`config.mk`:
```
export PLATFORM = sky130hd
export DESIGN_NAME = rp_trig_select
export DESIGN_NICKNAME = d
export VERILOG_FILES = /design/src/rtl/rp_trig_pkg.sv /design/src/rtl/rp_trig_holdoff.sv /design/src/rtl/rp_trig_select.sv
export SDC_FILE = /design/constraint.sdc
export NUM_CORES = 1
export LEC_CHECK = 0
export BUFFER_PORTS_ARGS = -buffer_cell sky130_fd_sc_hd__buf_2
export CAP_MARGIN = 5
export CORE_UTILIZATION = 52
export CTS_CLUSTER_SIZE = 16
export DETAILED_ROUTE_END_ITERATION = 16
export GPL_TIMING_DRIVEN = 0
export PLACE_DENSITY = 0.77
export SLEW_MARGIN = 20
export SYNTH_ARGS = -nofsm -noshare
export SYNTH_HDL_FRONTEND = slang
export SYNTH_SLANG_ARGS = --single-unit
```
`constraint.sdc`:
```
create_clock -name adc_clk_i -period 2.6 [get_ports adc_clk_i]
set_input_delay 0.78 -clock adc_clk_i [delete_from_list [all_inputs] [get_ports adc_clk_i]]
set_output_delay 0.78 -clock adc_clk_i [all_outputs]
set_load 0.1 [all_outputs]
```
`src/rtl/rp_trig_pkg.sv`:
```
// Shared state encoding and trigger-source codes for the trigger selector.
package rp_trig_pkg;

  localparam logic [1:0] ST_IDLE    = 2'd0;
  localparam logic [1:0] ST_ARMED   = 2'd1;
  localparam logic [1:0] ST_HOLDOFF = 2'd2;

  localparam logic [4:0] SRC_NONE    = 5'd0;
  localparam logic [4:0] SRC_MAN     = 5'd1;
  localparam logic [4:0] SRC_EXT_P   = 5'd2;
  localparam logic [4:0] SRC_EXT_N   = 5'd3;
  localparam logic [4:0] SRC_ASG_P   = 5'd4;
  localparam logic [4:0] SRC_ASG_N   = 5'd5;
  localparam logic [4:0] SRC_CH_BASE = 5'd6;

  // Channel k uses the code pair CH_BASE+2k (rising) / CH_BASE+2k+1 (falling).
  function automatic logic [4:0] ch_code(input int unsigned k, input logic fall);
    ch_code = SRC_CH_BASE + 5'(k << 1) + {4'd0, fall};
  endfunction

endpackage

```
`src/rtl/rp_trig_holdoff.sv`:
```
// Holdoff down-counter: clear, load, decrement-to-zero with a zero flag.
module rp_trig_holdoff #(
  parameter int HOLD_W = 32
) (
  input  logic              clk_i,
  input  logic              rstn_i,
  input  logic              clr_i,
  input  logic              load_i,
  input  logic [HOLD_W-1:0] load_val_i,
  input  logic              dec_i,
  output logic              zero_o
);

  logic [HOLD_W-1:0] cnt_d;
  logic [HOLD_W-1:0] cnt_q;

  assign zero_o = (cnt_q == {HOLD_W{1'b0}});

  // Next count: clear beats load beats decrement; never decrement below zero.
  always_comb begin
    cnt_d = cnt_q;
    if (clr_i) begin
      cnt_d = {HOLD_W{1'b0}};
    end else if (load_i) begin
      cnt_d = load_val_i;
    end else if (dec_i && !zero_o) begin
      cnt_d = cnt_q - {{(HOLD_W-1){1'b0}}, 1'b1};
    end else begin
      cnt_d = cnt_q;
    end
  end

  // Counter register.
  always_ff @(posedge clk_i or negedge rstn_i) begin
    if (!rstn_i) begin
      cnt_q <= {HOLD_W{1'b0}};
    end else begin
      cnt_q <= cnt_d;
    end
  end

endmodule

```
`src/rtl/rp_trig_select.sv`:
```
// Trigger source selector: arm/disarm state machine, auto re-arm holdoff,
// manual trigger qualification and a free-running trigger counter.
module rp_trig_select
  import rp_trig_pkg::*;
#(
  parameter int NCH    = 4,
  parameter int HOLD_W = 32
) (
  input  logic              adc_clk_i,
  input  logic              adc_rstn_i,
  input  logic [4:0]        cfg_src_i,
  input  logic              cfg_mode_i,
  input  logic [HOLD_W-1:0] cfg_holdoff_i,
  input  logic              arm_i,
  input  logic              disarm_i,
  input  logic              cnt_clr_i,
  input  logic              sw_trig_i,
  input  logic              dly_valp_i,
  input  logic [NCH-1:0]    ch_trig_p_i,
  input  logic [NCH-1:0]    ch_trig_n_i,
  input  logic              ext_trig_p_i,
  input  logic              ext_trig_n_i,
  input  logic              asg_trig_p_i,
  input  logic              asg_trig_n_i,
  output logic              trig_o,
  output logic              armed_o,
  output logic [7:0]        trg_state_o,
  output logic [31:0]       trig_cnt_o
);

  logic [1:0]  state_d, state_q;
  logic [4:0]  src_d, src_q;
  logic        sw_pend_d, sw_pend_q;
  logic        trig_d, trig_q;
  logic        armed_d, armed_q;
  logic [7:0]  trg_state_d, trg_state_q;
  logic [31:0] cnt_d, cnt_q;
  logic        src_hit_s;
  logic        hold_clr_s, hold_load_s, hold_dec_s, hold_zero_s;

  rp_trig_holdoff #(.HOLD_W(HOLD_W)) u_holdoff (
    .clk_i      (adc_clk_i),
    .rstn_i     (adc_rstn_i),
    .clr_i      (hold_clr_s),
    .load_i     (hold_load_s),
    .load_val_i (cfg_holdoff_i),
    .dec_i      (hold_dec_s),
    .zero_o     (hold_zero_s)
  );

  // Decode the latched source code; unmapped codes simply never hit.
  always_comb begin
    src_hit_s = 1'b0;
    case (src_q)
      SRC_MAN:   src_hit_s = sw_pend_q & dly_valp_i;
      SRC_EXT_P: src_hit_s = ext_trig_p_i;
      SRC_EXT_N: src_hit_s = ext_trig_n_i;
      SRC_ASG_P: src_hit_s = asg_trig_p_i;
      SRC_ASG_N: src_hit_s = asg_trig_n_i;
      default: begin
        for (int k = 0; k < NCH; k++) begin
          src_hit_s = src_hit_s
                    | ((src_q == ch_code(k, 1'b0)) & ch_trig_p_i[k])
                    | ((src_q == ch_code(k, 1'b1)) & ch_trig_n_i[k]);
        end
      end
    endcase
  end

  // State machine; disarm overrides everything, including a same-cycle hit.
  always_comb begin
    state_d     = state_q;
    src_d       = src_q;
    trig_d      = 1'b0;
    hold_clr_s  = 1'b0;
    hold_load_s = 1'b0;
    hold_dec_s  = 1'b0;
    if (disarm_i) begin
      state_d    = ST_IDLE;
      src_d      = SRC_NONE;
      hold_clr_s = 1'b1;
    end else begin
      case (state_q)
        ST_IDLE: begin
          if (arm_i && (cfg_src_i != SRC_NONE)) begin
            src_d   = cfg_src_i;
            state_d = ST_ARMED;
          end else begin
            state_d = ST_IDLE;
          end
        end
        ST_ARMED: begin
          if (src_hit_s) begin
            trig_d = 1'b1;
            if (cfg_mode_i) begin
              state_d     = ST_HOLDOFF;
              hold_load_s = 1'b1;
            end else begin
              state_d = ST_IDLE;
              src_d   = SRC_NONE;
            end
          end else if (arm_i) begin
            src_d = cfg_src_i;
          end else begin
            src_d = src_q;
          end
        end
        ST_HOLDOFF: begin
          if (arm_i) begin
            src_d = cfg_src_i;
          end else begin
            src_d = src_q;
          end
          if (hold_zero_s) begin
            state_d = ST_ARMED;
          end else begin
            hold_dec_s = 1'b1;
          end
        end
        default: begin
          state_d    = ST_IDLE;
          src_d      = SRC_NONE;
          hold_clr_s = 1'b1;
        end
      endcase
    end
  end

  // Manual request latch, trigger counter and registered status outputs.
  always_comb begin
    sw_pend_d = sw_pend_q;
    if (disarm_i) begin
      sw_pend_d = 1'b0;
    end else if (sw_trig_i) begin
      sw_pend_d = 1'b1;
    end else if (dly_valp_i) begin
      sw_pend_d = 1'b0;
    end else begin
      sw_pend_d = sw_pend_q;
    end
    if (cnt_clr_i) begin
      cnt_d = 32'd0;
    end else if (trig_d) begin
      cnt_d = cnt_q + 32'd1;
    end else begin
      cnt_d = cnt_q;
    end
    armed_d     = (state_d == ST_ARMED);
    trg_state_d = {state_d, sw_pend_d, src_d};
  end

  // All state and output registers.
  always_ff @(posedge adc_clk_i or negedge adc_rstn_i) begin
    if (!adc_rstn_i) begin
      state_q     <= ST_IDLE;
      src_q       <= SRC_NONE;
      sw_pend_q   <= 1'b0;
      trig_q      <= 1'b0;
      armed_q     <= 1'b0;
      trg_state_q <= 8'd0;
      cnt_q       <= 32'd0;
    end else begin
      state_q     <= state_d;
      src_q       <= src_d;
      sw_pend_q   <= sw_pend_d;
      trig_q      <= trig_d;
      armed_q     <= armed_d;
      trg_state_q <= trg_state_d;
      cnt_q       <= cnt_d;
    end
  end

  assign trig_o      = trig_q;
  assign armed_o     = armed_q;
  assign trg_state_o = trg_state_q;
  assign trig_cnt_o  = cnt_q;

endmodule
```
==> metrics list, run 1 <==
- The number of nets handed over by synthesis was 590.
- Final worst-path setup slack: -0.00879 ns
* Sequential fraction of the synthesis area: 39.7%
- Fraction of registers with async set or reset after synthesis: 100%
* Status: finished, violations left
- Quantity of hold-fixing buffers added after cts: 0
- Setup clock skew after layout: 0.00882 ns
- Setup repair after global routing could not meet its margin everywhere.
* Clock-pin slew on the worst setup and hold paths: 0.08 ns
- Number of enable flip-flop cells after synthesis: 0
- Relative to the synthesized area, the layout overhead comes to 23.0%.
* CTS tree: done
* Signal arrival time at the worst endpoint: 2.90 ns
- Predominant post-synthesis flop cell: sky130_fd_sc_hd__dfrtp_1
- Number of buffers added on ports: 97
* Library cell used as clock root buffer: sky130_fd_sc_hd__clkbuf_8
- Number of distinct standard cells referenced by the synthesized netlist: 70
* Core Box Area: 8720 sq um
* Number of pins exceeding their max-slew limit in the final report: 0
* LEAKAGE: 2.55 nW
- Routed Wire Length: 13,600 microns
- The floorplan step defined a die boundary enclosing 9360 sq um.
- Final worst hold slack: 0.274 ns
- Number of global-route vias before repair: 4,606
- ANT cells: 0
- Gr usage total: 29.1%
* Clock period minus worst slack: 2.61 ns
- The count of final hold-check violations was 0.
- Using the TritonRoute via totals, the vias-per-cell ratio works out to 6.26.
* Starting DRT DRC Count: 314
- The clock tree synthesis step divided the H-tree into 3 levels.
* Worst hold-check path type: in -> async
* Number of buffers created by CTS: 9
* Top-level I/O count: 99
* TritonCTS sink count: 74
- Initial Utilization: 53.5%
- STA classifies the critical path startpoint as a flop.
- Cells with a size suffix above 1 make up 31.1% of the layout.
- Synthesis inferred 74 register bits.
* Category of the most critical setup path: reg -> reg
- The detail route stage leaves a number of antenna-violating nets equal to 0.
* Commonest cells after routing, fill and taps aside: 108 x sky130_fd_sc_hd__buf_2, 65 x sky130_fd_sc_hd__nor2_1, 58 x sky130_fd_sc_hd__dfrtp_1, 50 x sky130_fd_sc_hd__nand2_1, 32 x sky130_fd_sc_hd__a21oi_1
- The number of antenna violations at the first check in global routing came to 0.
* Mean area per synthesized cell: 8.79 sq um
- Static timing analysis puts the maximum clock frequency at 383 MHz.
- Tcrit/Tclk final: 100%
- Row count: 34
* Worst-Skew Late Latency: 0.37 ns
- Top fanout value on the critical path: 10
- At the worst endpoint, the required time is 2.89 ns.
- Net total in the final layout: 710
- Overall via count from detail_route: 4,780
* Number of endpoints failing setup at the final stage: 1
- At the pin with the least slew margin, the transition time is 0.688 ns.
- The library cell used most frequently in the layout, excluding fill and tap cells, is sky130_fd_sc_hd__buf_2.
- The worst setup path is captured at a flop.
- At the end of routability-driven placement, the weighted congestion stood at 0.922.
- Maximum number of pins on one net before global-route repair: 58
- The first TritonRoute pass finished after 5 iterations.
- After technology mapping, the gate count stands at 531.
- Once detailed placement completed, the half-perimeter wirelength came to 9520 microns.
* Post-detailed-route DRC marker count: 0
* Cell area after synthesis: 4670 sq um
- Counting the fill cells in the layout gives 735.
- The first global-routing pass estimated 22,200 microns of wire.
- Worst IR drop on VDD: 0.359 mV
- The checks that failed: setup timing.
- The die is 96.7 microns wide.
- For this design the ratio of total power to cell area is 651 nW/um^2.
- OpenSTA, run right after detailed placement, puts the worst setup slack at -0.563 ns.
- Power Total: 3.74 mW
- Number of max-cap violations: 0
* Residual overflow from global routing: 0
- Yosys warning count: 0
- Max Root-Sink Buffers: 2
- Headroom to the max-slew limit came out at 54.1%.
- Y dimension of the die: 96.7 microns
- WL per Instance: 17.7 microns
-- cell type report --
| type | instances | area (sq um) | area share [%] |
|---|---|---|---|
| multi-input cells | 409 | 2700 | 47.1 |
| flip-flops and latches | 74 | 1870 | 32.7 |
| repair buffers | 109 | 602 | 10.5 |
| plain buffers | 32 | 163 | 2.83 |
| clock buffers | 12 | 155 | 2.70 |
| well taps | 108 | 135 | 2.35 |
| inverters | 16 | 60.1 | 1.05 |
| clock inverters | 4 | 50.0 | 0.872 |
-- cells by family after synthesis --
kind of cell,count (synthesis),share of synthesized area (%)
AO/OA/AOI/OAI,144,23.0
XOR/XNOR,31,5.82
adder cells (fa/ha/maj),2,0.536
buffers and inverters,48,4.48
flip-flops,74,39.7
multiplexers,11,2.79
AND/OR/NAND/NOR,221,23.7
-- Yosys cell counts (11+ instances only) --
library cell	count	area, sq um
sky130_fd_sc_hd__nand3_1	18	90.1
sky130_fd_sc_hd__clkbuf_1	16	60.1
sky130_fd_sc_hd__nor2_1	65	244
sky130_fd_sc_hd__or3_1	17	106
sky130_fd_sc_hd__a21oi_1	33	165
sky130_fd_sc_hd__nand2_1	51	191
sky130_fd_sc_hd__buf_2	11	55.1
sky130_fd_sc_hd__nor3_1	19	95.1
sky130_fd_sc_hd__inv_1	16	60.1
sky130_fd_sc_hd__a2111oi_1	13	130
sky130_fd_sc_hd__xnor2_1	23	201
sky130_fd_sc_hd__dfrtp_1	74	1850
sky130_fd_sc_hd__o21ai_0	22	110
-- through the flow --
stage | area (sq um) | setup TNS, ns | cells | util [%]
after global routing | 5740 | -0.392 | 764 | 65.8
after CTS | 5640 | -0.00992 | 761 | 64.7
after floorplan | 4690 | 0 | 531 | -
after global placement | 5310 | -15.72 | 736 | 60.9
final | 5740 | -0.00879 | 764 | 65.8
after detailed placement | 5340 | -18.95 | 737 | 61.2
-- report_power, final --
part	internal, mW	switching, mW
sequential	1.21	0.0703
combinational	0.537	0.967
clock	0.495	0.460
total	2.24	1.50
-- routing by layer --
| metal | global-route usage (%) | wire length, microns | up-vias |
|---|---|---|---|
| met3 | 5.85 | 1100 | 43 |
| met4 | 13.9 | 410 | 0 |
| met2 | 46.7 | 6450 | 264 |
| met1 | 37.8 | 5600 | 2277 |
| li1 | - | - | 2196 |
| met5 | 0 | 0 | - |
-- flip-flops by register name, indices dropped and copies added (netlist names) --
signal,cells
armed_o,1
state_q,1
trg_state_o,7
trig_cnt_o,32
trig_o,1
u_holdoff.cnt_q,32
-- critical path, stage by stage, from the launching register on --
cell and delay [ns]:
sky130_fd_sc_hd__dfrtp_4 0.49, sky130_fd_sc_hd__buf_6 0.15, sky130_fd_sc_hd__or3_1 0.38, sky130_fd_sc_hd__a21oi_2 0.21
sky130_fd_sc_hd__o31ai_4 0.14, sky130_fd_sc_hd__buf_6 0.16, sky130_fd_sc_hd__a2111o_1 0.48, sky130_fd_sc_hd__or3_1 0.39
sky130_fd_sc_hd__a21oi_1 0.14
-- repair_timing --
action / 4_1_cts / 5_1_grt
gates resized for setup: 9 / 30
pin swaps: 4 / 5
setup buffers: 8 / 3
setup endpoints to repair: 37 / 54
-- path summary, 6_finish.rpt --
path | startpoint | endpoint | slack [ns] | depth (start not counted)
max | trg_state_o[0] | trig_cnt_o[25] | -0.009 | 8
min | adc_rstn_i | trg_state_o[0] | 0.27 | 1
max reg2reg | trg_state_o[0] | trig_cnt_o[25] | -0.009 | 8
min reg2reg | trg_state_o[5] | trg_state_o[5] | 0.55 | 2
max in group asynchronous | adc_rstn_i | trig_cnt_o[10] | 1.73 | 2
min in group adc_clk_i | trg_state_o[5] | trg_state_o[5] | 0.55 | 2
(Power assumes the default switching activity.)
==> run 2, diff against run 1 <==
--- a/config.mk
+++ b/config.mk
@@ -11,7 +11,8 @@
 export CTS_CLUSTER_SIZE = 16
 export DETAILED_ROUTE_END_ITERATION = 16
 export GPL_TIMING_DRIVEN = 0
-export PLACE_DENSITY = 0.77
+export MAX_ROUTING_LAYER = met4
+export PLACE_DENSITY = 0.85
 export SLEW_MARGIN = 20
 export SYNTH_ARGS = -nofsm -noshare
 export SYNTH_HDL_FRONTEND = slang
==> run 2 against run 1 <==
Against the previous run: the run now ends clean; sequential cell count unchanged; via count up 3.5%; wire length up 4.1%; die area unchanged; critical path depth up 1; setup slack better by 0.036 ns; utilization up 1.2 points; non-clock buffer count up 7; clock skew up 0.00090 ns; global-route usage up 0.86 points; critical endpoint is now trig_cnt_o[19].
==> metrics list, run 2 (same netlist as run 1, synthesis figures left out) <==
* Net total in the final layout: 718
- Of all nets on the critical path, the largest fanout is 10.
- Number of buffers added on ports: 97
* Core Box Area: 8720 sq um
- The tree is rooted in a sky130_fd_sc_hd__clkbuf_8.
* Final worst hold slack: 0.306 ns
- Max Root-Sink Buffers: 2
* Number of buffers created by CTS: 9
- The critical path in this run is classified as reg -> reg.
- Setup clock skew after layout: 0.00972 ns
- CTS HTree Levels: 3
* Signal arrival time at the worst endpoint: 2.80 ns
- The repair_antennas step left the layout with diodes totalling 0.
- TritonCTS built the clock tree.
* Gr usage total: 30.0%
* Number of cells after detailed placement: 737
- Y dimension of the die: 96.7 microns
- Maximum number of pins on one net before global-route repair: 54
* Post-route antenna net violation count: 0
- Post-DR vias/cell: 6.41
* Routed Wire Length: 14,100 microns
- The run finished with clean final reports.
- Unrepaired setup endpoints after global routing: true
- The worst path uses 99.0% of the clock period.
- After the flow finishes, the layout carries non-filler instances totaling 772.
- Headroom to the max-slew limit: 61.3%
- Across the run, the number of max-cap violations was 0.
- Post-route setup TNS: 0 ns
- STA classifies the critical path endpoint as a flop.
- Antenna violations before repair: 0
- Worst-Skew Late Latency: 0.36 ns
- In the layout the commonest cells are 104 x sky130_fd_sc_hd__buf_2, 65 x sky130_fd_sc_hd__nor2_1, 58 x sky130_fd_sc_hd__dfrtp_1, 50 x sky130_fd_sc_hd__nand2_1, 31 x sky130_fd_sc_hd__a21oi_1.
* Overall via count from detail_route: 4,945
- The floorplan step set the die width to 96.7 microns.
- The analysis attributes to cell leakage a power of 2.60 nW.
- Starting DRT DRC Count: 652
* Die Footprint: 9360 sq um
* Power density over cell area: 648 nW/um^2
* WL per Instance: 18.3 microns
- The final count of pins violating max slew came to 0.
* Maximum clock frequency: 389 MHz
- Compared with the post-synthesis result, the final layout area differs by 25.2%.
- Detailed placement finished with a half-perimeter wire length of 9560 microns.
* Row count: 34
* Total iterations of the first detailed-routing run: 5
* Number of global-route vias before repair: 4,658
- Ratio of cells with drive above 1 in the final layout: 32.2%
* Clock period minus worst slack: 2.57 ns
- TritonCTS sink count: 74
- The count of final hold-check violations came to 0.
- Number of endpoints failing setup at the final stage: 0
* Worst IR drop on VDD: 0.320 mV
- Transition time of the tightest slew-check pin: 0.574 ns
* Post-detailed-route DRC marker count: 0
* Worst EP required: 2.83 ns
* Top-level I/O count: 99
- Worst hold-check path type: in -> async
* Power Total: 3.78 mW
- Residual overflow from global routing: 0
* Clock-pin slew on the worst setup and hold paths: 0.08 ns
- The first global-routing pass estimated 22,100 microns of wire.
- For this configuration, the core starts out at a cell density of 53.5%.
- The congestion estimate from routability-driven global placement came to 0.919.
- The worst setup path is launched from a flop.
* Most common cell after layout, fill and taps aside: sky130_fd_sc_hd__buf_2
-- run 2: cell types whose count changed in the layout (fill, tap and decap cells not counted), sizes merged --
cell    delta
buf        +7
a2111o     +1
-- run 2: layer usage --
layer / share of wire, % / global-route usage, % / wire [microns] / up-vias
met5: 0 / - / 0 / -
met4: 3.4 / 13.5 / 476 / 0
met3: 9.8 / 4.77 / 1390 / 63
met2: 48 / 47.3 / 6770 / 336
met1: 39 / 38.2 / 5470 / 2314
li1: - / - / - / 2232
-- run 2: final timing paths --
kind	endpoint	depth (start not counted)	slack (ns)	start
min in group adc_clk_i	trg_state_o[5]	2	0.56	trg_state_o[5]
max in group asynchronous	trig_cnt_o[12]	2	1.71	adc_rstn_i
hold reg to reg	trg_state_o[5]	2	0.56	trg_state_o[5]
setup / recovery	trig_cnt_o[19]	9	0.03	trg_state_o[1]
setup reg to reg	trig_cnt_o[19]	9	0.03	trg_state_o[1]
hold / removal	trg_state_o[5]	1	0.31	adc_rstn_i
-- run 2: area by class of cell --
| type | count | area (sq um) |
|---|---|---|
| plain buffers | 30 | 161 |
| multi-input cells | 410 | 2740 |
| well taps | 108 | 135 |
| flip-flops and latches | 74 | 1870 |
| inverters | 16 | 60.1 |
| clock inverters | 4 | 50.0 |
| fillers | 647 | 2880 |
| clock buffers | 12 | 155 |
| repair buffers | 118 | 669 |
-- run 2: critical path, cell delays in order (launching register included) --
cell	delay (ns)
sky130_fd_sc_hd__dfrtp_2	0.40
sky130_fd_sc_hd__buf_2	0.17
sky130_fd_sc_hd__or3_1	0.37
sky130_fd_sc_hd__a21oi_2	0.22
sky130_fd_sc_hd__o31ai_4	0.15
sky130_fd_sc_hd__buf_6	0.16
sky130_fd_sc_hd__clkbuf_4	0.19
sky130_fd_sc_hd__a2111oi_1	0.52
sky130_fd_sc_hd__xnor2_1	0.20
sky130_fd_sc_hd__nor2_1	0.06
-- run 2: power by group --
group          switching, mW  internal [mW]
clock                  0.450          0.495
combinational          0.971          0.582
sequential            0.0763           1.21
total                   1.50           2.29
-- run 2: per-stage QoR --
stage / cell area (sq um) / util, % / worst slack (ns)
floorplan: 4690 / - / 0.0125
finish: 5840 / 67.0 / 0.0271
detailed placement: 5340 / 61.2 / -0.565
global route: 5840 / 67.0 / -0.132
CTS: 5640 / 64.6 / -0.0139
global placement: 5310 / 60.9 / -0.529
-- run 2: repair_timing --
item / in CTS / in global routing
hold buffers: 0 / 0
pin swaps: 3 / 14
setup endpoints to repair: 42 / 61
setup buffers: 7 / 12
gates cloned: 0 / 2
resized for setup: 10 / 40
==> run 3, diff against run 2 <==
--- a/config.mk
+++ b/config.mk
@@ -7,12 +7,12 @@
 export LEC_CHECK = 0
 export BUFFER_PORTS_ARGS = -buffer_cell sky130_fd_sc_hd__buf_2
 export CAP_MARGIN = 5
-export CORE_UTILIZATION = 52
+export CORE_UTILIZATION = 23
 export CTS_CLUSTER_SIZE = 16
 export DETAILED_ROUTE_END_ITERATION = 16
 export GPL_TIMING_DRIVEN = 0
 export MAX_ROUTING_LAYER = met4
-export PLACE_DENSITY = 0.85
+export PLACE_DENSITY = 0.48
 export SLEW_MARGIN = 20
 export SYNTH_ARGS = -nofsm -noshare
 export SYNTH_HDL_FRONTEND = slang
==> run 3 against run 2 <==
Against the previous run: sequential cell count stayed put; highest routed layer unchanged; largest power group unchanged; hold slack better by 0.042 ns; largest cell class unchanged; fmax is 2.8% higher.
==> metrics list, run 3 (same netlist as run 1, synthesis figures left out) <==
- The flow ran to the end, and the final reports show no timing, DRC or antenna violations.
- Worst EP required: 2.86 ns
- The longest clock path from root to sink contains 2 buffers.
- On the final layout, the worst clock skew is 0.00938 ns.
* Overall via count from detail_route: 4,573
* Category of the worst setup path capture point: flop
- By startpoint and endpoint, the worst setup path is classified as reg -> reg.
* WL per Instance: 16.9 microns
- The tool flagged a number of max-cap violations equal to 0.
- Gr usage total: 16.0%
- The H-tree was split into 3 levels.
- Clock-pin slew was measured on the worst setup and hold paths at 0.06 ns.
* Residual overflow from global routing: 0
* Cell area reported after detailed placement: 5540 sq um
- Worst hold-check path type: in -> async
* NetSw: 1.53 mW
- Part of the total power dissipated in sequential elements: 31.4%
* Signal arrival time at the worst endpoint: 2.76 ns
- Clock power share: 31.4%
- Library cell used as clock root buffer: sky130_fd_sc_hd__clkbuf_16
- Cell internal power was estimated by the tool at 2.58 mW.
* Net total in the final layout: 718
- Total iterations of the first detailed-routing run: 4
* Post-detailed-route DRC marker count: 0
- The HPWL after detailed placement is 11,000 microns.
* Top-level I/O count: 99
- The final count of pins violating max slew came to 0.
- Transition time of the tightest slew-check pin: 0.589 ns
- In this run the horizontal extent of the chip is 144 microns.
- Summing all multi-input logic gate instances after layout gives 2740 sq um.
* Most common cell after layout, fill and taps aside: sky130_fd_sc_hd__buf_2
- Row generation in the floorplan step produced 51 rows.
* Clock period minus worst slack: 2.50 ns
- Post-DR vias/cell: 4.91
- In the layout the commonest cells are 107 x sky130_fd_sc_hd__buf_2, 65 x sky130_fd_sc_hd__nor2_1, 58 x sky130_fd_sc_hd__dfrtp_1, 49 x sky130_fd_sc_hd__nand2_1, 31 x sky130_fd_sc_hd__a21oi_1.
* LEAKAGE: 2.65 nW
- Core Box Area: 19,700 sq um
* Number of global-route vias before repair: 4,473
- On the final layout, the worst hold slack is 0.348 ns.
- After filler insertion, the fill cell instance count of the layout stands at 2,167.
- Setup violations remaining at the end of the flow were counted as 0.
- Headroom to the max-slew limit: 60.8%
* Area taken by flip-flops and latches: 1870 sq um
* CTS tree: done
- Along the worst path, the maximum fanout reaches 8.
- Buffers inserted to repair hold after CTS numbered 0.
- Post-route antenna net violation count: 0
* Finished layout cell area: 6130 sq um
- Switching share of power: 37.2%
- Number of buffers created by CTS: 9
- Area growth, synth to finish: 31.3%
- Maximum clock frequency: 400 MHz
- Worst IR drop on VDD: 0.326 mV
- Number of cells after detailed placement: 894
- Type of element launching the critical path: flop
* Hold Violations, Final: 0
- The number of antenna violations at the first check in global routing is 2.
- Power spread over the standard cell area amounts to 671 nW/um^2.
- Y dimension of the die: 144 microns
* Worst-Skew Late Latency: 0.34 ns
- Entering global routing, the biggest net connects 53 pins.
* Starting DRT DRC Count: 268
- First-pass GRT wire length: 24,600 microns
- Cells fill 31.2% of the core in the end.
* Ratio of cells with drive above 1 in the final layout: 31.5%
- Last weighted congestion value of the routability-driven placer: 0.818
- Part of the total power dissipated in combinational logic: 37.2%
- Die Footprint: 20,900 sq um
- Once layout is complete, the cells apart from fillers number 931.
- Number of buffers added on ports: 97
- Initial Utilization: 23.7%
* Power Total: 4.11 mW
* Tcrit/Tclk final: 96.2%
- For this block, the routed nets add up to 15,700 microns of wire.
* TritonCTS sink count: 74
[run 3: cell types whose count changed in the layout (fill, tap and decap cells not counted), sizes merged]
cell / change
clkinvlp: -2
diode: +2
buf: +2
[run 3: timing repair]
action / 4_1_cts / 5_1_grt
endpoints found under the setup margin: 45 / 45
pin swaps: 4 / 9
setup buffers: 9 / 12
gates resized for setup: 16 / 25
gates cloned: 0 / 1
[run 3: metrics by stage]
| stage | TNS (ns) | setup WS, ns |
|---|---|---|
| 2_1_floorplan | 0 | 0.0125 |
| 3_3_place_gp | -27.73 | -0.743 |
| 5_1_grt | -0.00744 | -0.00738 |
| 3_5_place_dp | -27.43 | -0.782 |
| 4_1_cts | -0.0982 | -0.0326 |
| 6_report | 0 | 0.0981 |
[run 3: path summary, 6_finish.rpt]
kind / startpoint / endpoint / slack, ns / depth (start not counted)
setup / recovery: trg_state_o[0] / trig_cnt_o[29] / 0.1 / 7
hold / removal: adc_rstn_i / u_holdoff.cnt_q[30] / 0.35 / 1
setup reg to reg: trg_state_o[0] / trig_cnt_o[29] / 0.1 / 7
hold reg to reg: trig_cnt_o[17] / trig_cnt_o[17] / 0.56 / 2
max in group asynchronous: adc_rstn_i / trg_state_o[2] / 1.65 / 2
min in group adc_clk_i: trig_cnt_o[17] / trig_cnt_o[17] / 0.56 / 2
[run 3: cell type report]
type	count	share of cell area (%)
flip-flops and latches	74	30.6
clock buffers	14	4.31
inverters	16	0.980
plain buffers	29	2.35
clock inverters	2	0.572
multi-input cells	410	44.7
well taps	265	5.41
repair buffers	119	11.0
diodes	2	0.0817
[run 3: worst max-delay path: stages, from the launching register on]
cell,delay [ns]
sky130_fd_sc_hd__dfrtp_4,0.52
sky130_fd_sc_hd__or3_1,0.40
sky130_fd_sc_hd__a21oi_2,0.21
sky130_fd_sc_hd__o31ai_4,0.14
sky130_fd_sc_hd__buf_6,0.15
sky130_fd_sc_hd__a2111o_1,0.49
sky130_fd_sc_hd__or3_1,0.33
sky130_fd_sc_hd__a21oi_1,0.17
[run 3: per-layer routing]
| layer | share of wire (%) | global-route usage, % |
|---|---|---|
| met1 | 45 | 19.7 |
| met2 | 48 | 25.3 |
| met3 | 6.3 | 4.34 |
| met4 | 0.94 | 4.99 |
| met5 | 0 | - |
[run 3: power by group through the flow]
stage               combinational, mW  sequential [mW]  clock [mW]
detailed placement               1.27             1.30           0
finish                           1.53             1.29        1.29
CTS                              1.44             1.28        1.33
floorplan                       0.819             1.39           0
global route                     1.67             1.31        1.37
global placement                 1.27             1.30           0
